<file path="src/rtl/sa_pe_pkg.sv">
// Shared types for the systolic-array PE: top-opcode and FSM-state encodings,
// plus the drain-counter width helper.
package sa_pe_pkg;

    typedef enum logic [2:0] {
        OP_NOP    = 3'b000,
        OP_OS_MAC = 3'b001,
        OP_CLEAR  = 3'b010,
        OP_DRAIN  = 3'b011,
        OP_LOAD_W = 3'b100,
        OP_WS_MAC = 3'b101
    } op_t;

    typedef enum logic [1:0] {
        ST_IDLE  = 2'd0,
        ST_ACC   = 2'd1,
        ST_DRAIN = 2'd2
    } state_t;

    // clog2(rows), never below 1 so a single-row array still gets a counter bit
    function automatic int cnt_width(input int rows);
        int w;
        w = 1;
        while ((1 << w) < rows) w++;
        return w;
    endfunction

endpackage

</file>
<file path="src/rtl/sa_pe_mac.sv">
// Combinational multiply-extend-add shared by the OS and WS paths.
// Saturating add when SA_PE_SATURATE_EN is defined, wrap-around otherwise.
module sa_pe_mac #(
    parameter int IN_W   = 8,
    parameter int OUT_W  = 32,
    parameter int SIGNED = 1
) (
    input  logic [IN_W-1:0]  a,
    input  logic [IN_W-1:0]  b,
    input  logic [OUT_W-1:0] addend,
    output logic [OUT_W-1:0] sum
);

    logic             a_sx;
    logic             b_sx;
    logic [OUT_W-1:0] a_ext;
    logic [OUT_W-1:0] b_ext;
    logic [OUT_W-1:0] prod;

    assign a_sx  = (SIGNED != 0) & a[IN_W-1];
    assign b_sx  = (SIGNED != 0) & b[IN_W-1];
    assign a_ext = {{(OUT_W-IN_W){a_sx}}, a};
    assign b_ext = {{(OUT_W-IN_W){b_sx}}, b};
    // Low OUT_W bits of the extended product equal the exact 2*IN_W product, extended.
    assign prod  = a_ext * b_ext;

`ifdef SA_PE_SATURATE_EN
    logic [OUT_W:0] wide;
    logic           ovf;

    always_comb begin
        wide = {1'b0, addend} + {1'b0, prod};
        if (SIGNED != 0) begin
            ovf = (addend[OUT_W-1] == prod[OUT_W-1]) && (wide[OUT_W-1] != addend[OUT_W-1]);
            if (ovf)
                sum = addend[OUT_W-1] ? {1'b1, {(OUT_W-1){1'b0}}} : {1'b0, {(OUT_W-1){1'b1}}};
            else
                sum = wide[OUT_W-1:0];
        end else begin
            ovf = wide[OUT_W];
            sum = ovf ? '1 : wide[OUT_W-1:0];
        end
    end
`else
    assign sum = addend + prod;
`endif

endmodule

</file>
<file path="src/rtl/systolic_array_pe_mm.sv">
// Multi-mode GEMM PE: output-stationary / weight-stationary MAC, counted drain chain,
// sticky protocol-error flag. Optional clamp arithmetic via SA_PE_SATURATE_EN.
module systolic_array_pe_mm
    import sa_pe_pkg::*;
#(
    parameter int IN_W        = 8,
    parameter int OUT_W       = 32,
    parameter int SIGNED      = 1,
    parameter int ROW_ID      = 0,
    parameter int LAST_ROW_ID = 3
) (
    input  logic             clk,
    input  logic             rst,
    input  logic [IN_W-1:0]  i_data_left,
    input  logic             i_valid_left,
    input  logic             i_cmd_left,
    output logic [IN_W-1:0]  o_data_right,
    output logic             o_valid_right,
    output logic             o_cmd_right,
    input  logic [OUT_W-1:0] i_data_top,
    input  logic             i_valid_top,
    input  logic [2:0]       i_cmd_top,
    output logic [OUT_W-1:0] o_data_down,
    output logic             o_valid_down,
    output logic [2:0]       o_cmd_down,
    output logic             o_busy,
    output logic             o_err
);

    localparam int CNT_W = cnt_width(LAST_ROW_ID + 1);

    state_t           state, state_nxt;
    logic [OUT_W-1:0] acc, acc_nxt;
    logic [IN_W-1:0]  weight, weight_nxt;
    logic [CNT_W-1:0] cnt, cnt_nxt, cnt_inc;
    logic             err_nxt;
    logic [OUT_W-1:0] down_data_nxt;
    logic             down_valid_nxt;
    logic             mac_ok;
    logic             ws_sel;
    logic [IN_W-1:0]  mac_b;
    logic [OUT_W-1:0] mac_addend;
    logic [OUT_W-1:0] mac_sum;

    assign mac_ok     = i_valid_left & i_valid_top & i_cmd_left;
    assign ws_sel     = (i_cmd_top == OP_WS_MAC);
    assign mac_b      = ws_sel ? weight : i_data_top[IN_W-1:0];
    assign mac_addend = ws_sel ? i_data_top : acc;
    assign cnt_inc    = cnt + 1'b1;
    assign o_busy     = (state == ST_DRAIN);

    sa_pe_mac #(
        .IN_W   (IN_W),
        .OUT_W  (OUT_W),
        .SIGNED (SIGNED)
    ) u_mac (
        .a      (i_data_left),
        .b      (mac_b),
        .addend (mac_addend),
        .sum    (mac_sum)
    );

    always_comb begin
        state_nxt      = state;
        acc_nxt        = acc;
        weight_nxt     = weight;
        cnt_nxt        = cnt;
        err_nxt        = o_err;
        down_data_nxt  = i_data_top;
        down_valid_nxt = i_valid_top;

        if (state == ST_DRAIN) begin
            // Upstream words pass straight through; a repeated DRAIN is just forwarding.
            if (i_valid_top) begin
                cnt_nxt = cnt_inc;
                if (cnt_inc == CNT_W'(ROW_ID)) state_nxt = ST_IDLE;
            end
            case (i_cmd_top)
                OP_OS_MAC, OP_CLEAR, OP_LOAD_W, OP_WS_MAC: err_nxt = 1'b1;
                default: ;
            endcase
        end else begin
            case (i_cmd_top)
                OP_OS_MAC: begin
                    if (mac_ok) begin
                        acc_nxt   = mac_sum;
                        state_nxt = ST_ACC;
                    end
                end
                OP_CLEAR: begin
                    acc_nxt   = '0;
                    state_nxt = ST_IDLE;
                end
                OP_DRAIN: begin
                    down_data_nxt  = acc;
                    down_valid_nxt = 1'b1;
                    acc_nxt        = '0;
                    cnt_nxt        = '0;
                    state_nxt      = (ROW_ID == 0) ? ST_IDLE : ST_DRAIN;
                end
                OP_LOAD_W: begin
                    if (i_valid_top) begin
                        weight_nxt     = i_data_top[IN_W-1:0];
                        down_data_nxt  = {{(OUT_W-IN_W){1'b0}}, weight};
                        down_valid_nxt = 1'b1;
                    end
                end
                OP_WS_MAC: begin
                    if (mac_ok) begin
                        down_data_nxt  = mac_sum;
                        down_valid_nxt = 1'b1;
                    end
                end
                default: ;
            endcase
        end
    end

    always_ff @(posedge clk or posedge rst) begin
        if (rst) begin
            state         <= ST_IDLE;
            acc           <= '0;
            weight        <= '0;
            cnt           <= '0;
            o_err         <= 1'b0;
            o_data_right  <= '0;
            o_valid_right <= 1'b0;
            o_cmd_right   <= 1'b0;
            o_data_down   <= '0;
            o_valid_down  <= 1'b0;
            o_cmd_down    <= '0;
        end else begin
            state         <= state_nxt;
            acc           <= acc_nxt;
            weight        <= weight_nxt;
            cnt           <= cnt_nxt;
            o_err         <= err_nxt;
            o_data_right  <= i_data_left;
            o_valid_right <= i_valid_left;
            o_cmd_right   <= i_cmd_left;
            o_data_down   <= down_data_nxt;
            o_valid_down  <= down_valid_nxt;
            o_cmd_down    <= i_cmd_top;
        end
    end

endmodule

</file>
<file path="config.mk">
export PLATFORM = sky130hd
export DESIGN_NAME = systolic_array_pe_mm
export DESIGN_NICKNAME = d
export VERILOG_FILES = /design/src/rtl/sa_pe_pkg.sv /design/src/rtl/sa_pe_mac.sv /design/src/rtl/systolic_array_pe_mm.sv
export SDC_FILE = /design/constraint.sdc
export NUM_CORES = 1
export LEC_CHECK = 0
export BUFFER_PORTS_ARGS = -buffer_cell sky130_fd_sc_hd__buf_2
export CORE_MARGIN = 3
export CORE_UTILIZATION = 54
export CTS_BUF_LIST = sky130_fd_sc_hd__clkbuf_8 sky130_fd_sc_hd__clkbuf_16
export DETAILED_ROUTE_END_ITERATION = 10
export PLACE_DENSITY = 0.78
export SLEW_MARGIN = 25
export SYNTH_ARGS = -nofsm -noshare
export SYNTH_HDL_FRONTEND = slang
export SYNTH_SLANG_ARGS = --single-unit
</file>
<file path="constraint.sdc">
create_clock -name clk -period 7.1 [get_ports clk]
set_input_delay 0.355 -clock clk [delete_from_list [all_inputs] [get_ports clk]]
set_output_delay 0.355 -clock clk [all_outputs]
set_load 0.1 [all_outputs]
</file>
# [Yosys cells after proc, flatten, opt, wreduce, memory -nomap -nowiden]
# Cells that the tools add are included.
[totals] inputBits=48 reg_bits=91 word_cells=58
[classes] addsub=2 bitwise_logic=3 n_eq_ne=10 mux=20 reduce_logical=11 n_mul=1
[op_table] op="32-bit 2-to-1 mux" count=5
[op_table] op="32-bit one-hot mux with 3 select lines" count=1
[op_table] op="32-bit one-hot mux with 2 select lines" count=1
[op_table] op="32-bit adder" count=1
[op_table] op="8-bit by 8-bit multiplier with 16-bit output" count=1
[op_table] op="2-bit 2-to-1 mux" count=7
[op_table] op="8-bit 2-to-1 mux" count=1
[op_table] op="3-bit by 2-bit equality test with 1-bit output (second input constant)" count=2
[op_table] op="3-bit equality test (second input constant)" count=2
[op_table] op="3-bit AND reduction" count=2
[op_table] op="2-bit != test (second input constant)" count=2
[op_table] op="2-bit one-hot mux with 2 select lines" count=1
[op_table] op="2-bit AND reduction" count=2
[op_table] op="4-bit AND reduction" count=1
[op_table] op="2-bit nonzero test" count=2
[op_table] op="4-bit OR reduction" count=1
[op_table] op="3-bit by 1-bit equality test with 1-bit output (second input constant)" count=1
[op_table] op="1-bit 2-to-1 mux" count=3
[op_table] op="3-bit != test (second input constant)" count=1
[op_table] op="1-bit one-hot mux with 3 select lines" count=1
[op_table] op="3-bit nonzero test" count=1
[op_table] op="2-bit by 1-bit adder with 2-bit output (second input constant)" count=1
[op_table] op="1-bit bitwise AND" count=2
[op_table] op="2-bit equality test (second input constant)" count=1
[op_table] op="other kinds (4)" count=4

# [Depth between registers and ports, before layout]
[logic_depth] ltp_word=7 depth_mapped=34

# [Modules after synthesis]
# From an unflattened synthesis, not the netlist that was laid out.
[hier_totals] hier_cells=799 area_unflattened_um2=7943.9
[by_module_without_submodules] mod="sa_pe_mac" seq_area_each_um2=0.0 n_inst=1 cells_each=490 area_each_um2=4040.1
[by_module_without_submodules] mod="systolic_array_pe_mm" seq_area_each_um2=2152.1 n_inst=1 cells_each=309 area_each_um2=3903.7

# [Least setup slack after synthesis]
# Ideal clock, no wire load.
[synth_timing] path_type="input port to flip-flop" start="input port i_cmd_top[0]" end="register acc[30]" arrival_time_ns=7.876 path_slack_ns=-0.845 path_stages=31 setup_time_ns=0.069 cell_sequence="clkbuf_1 > nand3b_1 > buf_2 > clkbuf_1 > mux2i_1 > nor2b_1 > fa_1 > inv_1 > fa_1 > inv_1 > fa_1 > inv_1 > fa_1 > inv_1 > ha_1 > o211ai_1 > o21ai_0 > a21boi_0 > o31ai_1 > nand2_2 > inv_2 > clkbuf_1 > ha_1 > inv_1 > nor3_1 > nor3b_1 > o211ai_1 > nor2_1 > a211oi_1 > or4b_2 > nand3_1"
[synth_via] elab_chain_cells=6
[synth_lines] element="start, declared" line_no="systolic_array_pe_mm.sv:22" rtl="input logic [2:0] i_cmd_top,"
[synth_lines] element="3-bit equality test" line_no="systolic_array_pe_mm.sv:46" rtl="assign ws_sel = (i_cmd_top == OP_WS_MAC);"
[synth_lines] element="8-bit 2-to-1 mux" line_no="systolic_array_pe_mm.sv:47" rtl="assign mac_b = ws_sel ? weight : i_data_top[IN_W-1:0];"
[synth_lines] element="8-bit by 8-bit multiplier with 16-bit output" line_no="sa_pe_mac.sv:25" rtl="assign prod = a_ext * b_ext;"
[synth_lines] element="32-bit adder" line_no="sa_pe_mac.sv:45" rtl="assign sum = addend + prod;"
[synth_lines] element="32-bit 2-to-1 mux" line_no="systolic_array_pe_mm.sv:85" rtl="if (mac_ok) begin"
[synth_lines] element="32-bit one-hot mux with 2 select lines" line_no="systolic_array_pe_mm.sv:83" rtl="case (i_cmd_top)"
[synth_lines] element="end signal, assigned" line_no="systolic_array_pe_mm.sv:134" rtl="acc <= acc_nxt;"
[synth_lines] element="end, declared" line_no="systolic_array_pe_mm.sv:33" rtl="logic [OUT_W-1:0] acc, acc_nxt;"
# Several ways; a longest one is shown, not always the timed one. The select of a mux whose other input is x is not followed.
# A chain may end at the register's enable or synchronous reset.

# [Worst setup path after layout]
[layout_timing] start="input port i_cmd_top[1]" end="register o_data_down[29]"
[layout_via] elab_chain_cells=7
[layout_lines] element="3-bit equality test" line_no="systolic_array_pe_mm.sv:46, systolic_array_pe_mm.sv:83"
[layout_lines] element="8-bit 2-to-1 mux" line_no="systolic_array_pe_mm.sv:47"
[layout_lines] element="8-bit by 8-bit multiplier with 16-bit output" line_no="sa_pe_mac.sv:25"
[layout_lines] element="32-bit adder" line_no="sa_pe_mac.sv:45"
[layout_lines] element="32-bit 2-to-1 mux" line_no="systolic_array_pe_mm.sv:109" rtl="if (mac_ok) begin"
[layout_lines] element="32-bit one-hot mux with 3 select lines *" line_no="systolic_array_pe_mm.sv:83"
[layout_lines] element="32-bit 2-to-1 mux *" line_no="systolic_array_pe_mm.sv:72" rtl="if (state == ST_DRAIN) begin"
[layout_lines] element="via down_data_nxt[29]" line_no="systolic_array_pe_mm.sv:37" rtl="logic [OUT_W-1:0] down_data_nxt;"
[layout_lines] element="end signal, assigned" line_no="systolic_array_pe_mm.sv:141" rtl="o_data_down <= down_data_nxt;"
[layout_lines] element="end, declared" line_no="systolic_array_pe_mm.sv:23" rtl="output logic [OUT_W-1:0] o_data_down,"
# Mark *: on every way through the listed nets, which the timed path passes. The rest lies on a longest branch.

==> flow_summary.yaml <==
status:
  status: "finished clean"
timing:
  finalHoldWorstSlack_ps: 31.3
  maxSlewHeadroom_pct: 50.4
  fin_skew_ps: 15.4
  finalHoldViolations: 0
  fmax_mhz: 145
  slew_violations: 0
  post-route-period-util_pct: 97.0
  finalCriticalPeriod_ps: 6890
  rsz0062_at_grt: "true"
  finalSetupViolations: 0
  worst_slew_pin_slew_ps: 745
cells_and_area:
  layout.cells.non_filler: 1276
  regArea_um2: 2150
  multiInputGateArea_um2: 5610
  drive_above_1_share_pct: 23.1
  layout_commonest_cell: "nand2_1"
  final_cell_mix: "141 x nand2_1, 100 x inv_1, 93 x buf_2"
  fill_cells: 1142
  nNetsFinal: 1245
  areaGrowthSynthToFinish_pct: 22.0
die:
  num_io_pins: 96
  fp.coreArea_um2: 14600
  row_count: 44
  die-area_um2: 16400
  start_util_pct: 55.3
  fp.dieH_um: 128
  die-width_um: 128
detailed_routing:
  routed-via-count: 7392
  wl_um: 21900
  routedWlPerCell_um: 17.1
  ant_nets: 0
  drtIter0Drc: 786
  drt_first_pass_iters: 6
  viasPerCell: 5.79
  remaining_drc_errors: 0
worst_setup_path:
  arrival_ps: 7080
  path_buf_inv: 6
  r2r_slack_ps: 310
  r2r-start: "weight[2]"
  timing.rr.end: "o_data_down[29]"
  critPathRequiredTime_ps: 7300
  worstSetupStartpointType: "primary input"
  crit_fanout: 10
  cpMostUsedCell: "fa_1"
  critPathMaxStageDelay_ps: 500
  critPathSlowestCell: "fa_1"
  crit_family: "adder cells"
  reg2reg_depth: 27
  critical_path_class: "in -> reg"
  critPathCaptureType: "register"
worst_hold_path:
  hold_path.class: "in -> async"
clocking:
  clk_path_buf_depth: 2
  cts_sinks: 86
  postCtsHoldBufs: 0
  path_clk_slew_ps: 70
  cts_root_buf: "clkbuf_16"
  cts_buffers: 9
  clock_latency_ps: 360
  cts.htree.levels: 3
  cts_tree: "built"
logic_synthesis:
  syn-cell-area_um2: 8070
  synth_compound_area_share_pct: 18.8
  synth_ff_type: "dfrtp_1"
  synth_top_area_share_pct: 26.7
  ys_seq_area_share_pct: 26.7
  syn_avg_cell_area_um2: 8.66
  synth-simple-area-share_pct: 16.7
  synth-async-reset-ratio_pct: 100
  yosysWarnings: 0
  synth_top_family_by_area: "adder cells"
  yosys-top-cells-area: "dfrtp_1 27%, fa_1 14%, ha_1 8.5%, nand2_1 6.7%, inv_1 4.7%"
  synthXorXnorAreaFrac_pct: 4.88
  ys_ff_latch: 86
  synthMuxAreaShare_pct: 3.74
  synth-edff-count: 0
  yosys.area_share.adder_pct: 22.5
  synth_largest_area_cell: "dfrtp_1"
  yosysUniqueCellTypes: 63
  synth_cells: 932
grt:
  grt_pass1_wl_um: 35100
  grt_pass1_vias: 7006
  grtUsageTotal_pct: 26.8
  grt_start_max_net_pins: 55
  antenna_found_initial: 1
  grt-ovfl-total: 0
placement:
  io_buffers: 93
  gp_congestion: 0.964
  place_hpwl_um: 16100
  placed_cells: 1252
flow_run:
  drv_cap: 0
cell usage after synthesis, types with 8 or more instances:
library cell  number
a21o_1            19
a21oi_1           60
a222oi_1          13
a22o_1            22
a31oi_1            8
and2_1            14
clkbuf_1          34
dfrtp_1           86
fa_1              56
ha_1              55
inv_1            102
mux2_2             9
mux2i_1           20
nand2_1          145
nand2b_1           9
nand3_1           12
nor2_1            46
nor2b_1           35
nor3_1             9
o21ai_0           48
xnor2_1           35
xor2_1            10
state kept, by name, summed over array words and instances, names as in the netlist:
| register | count |
|---|---|
| acc | 32 |
| o_cmd_down | 3 |
| o_cmd_right | 1 |
| o_data_down | 32 |
| o_data_right | 8 |
| o_valid_down | 1 |
| o_valid_right | 1 |
| weight | 8 |
kinds of logic after synthesis:
family	Yosys count
other	1
xor gates and xnor gates	45
muxes	29
DFF	86
buffers and inverters	140
adders and majority gates	112
AOI/OAI and AO/OA	226
and+or+nand+nor	293
final cells by class:
class	count	area share [%]
tap	184	2.34
multi-input combinational	707	57.0
timing repair buffer	179	11.7
inverter	103	3.94
sequential	86	21.9
antenna	1	0.0254
clock buffer	9	2.29
clock inverter	7	0.865
per-stage QoR:
step	instance area (um^2)	worst slack [ps]	utilization (%)	setup TNS, ps
finish	9840	214	67.5	0
detailed placement	9370	-275	64.2	-3500
CTS	9680	75.9	66.4	0
floorplan	8230	4.78	-	0
global route	9840	-79.9	67.5	-261
global placement	9370	-194	64.2	-1680
worst max-delay path by stage:
stage | startpoint | end | slack [ps] | cells after the start
3_5_place_dp | i_cmd_top[1] | o_data_down[29] | -270 | 28
3_3_place_gp | i_cmd_top[1] | o_data_down[29] | -190 | 28
4_1_cts | i_cmd_top[1] | o_data_down[28] | 80 | 32
2_1_floorplan | i_cmd_top[0] | o_data_down[31] | 5 | 29
5_1_grt | i_cmd_top[1] | o_data_down[29] | -80 | 30
6_report | i_cmd_top[1] | o_data_down[29] | 210 | 29
metal layers:
layer | GRT usage, % | part of all wire [%] | vias to the layer above | wire length, um
li1 | - | - | 3467 | -
met1 | 38.5 | 43 | 3552 | 9500
met2 | 40.5 | 46 | 328 | 10000
met3 | 5.42 | 8.5 | 45 | 1850
met4 | 8.86 | 2.2 | 0 | 489
met5 | 0 | 0 | - | 0
repair_timing:
item | 4_1_cts | 5_1_grt
setup endpoints to repair | 0 | 25
buffers inserted | 0 | 7
resized for setup | 0 | 23
endpoints found under the hold margin | 0 | 0
Power is not shown: default switching activity piles up to over one toggle a cycle in this logic, so the estimate is an artifact.
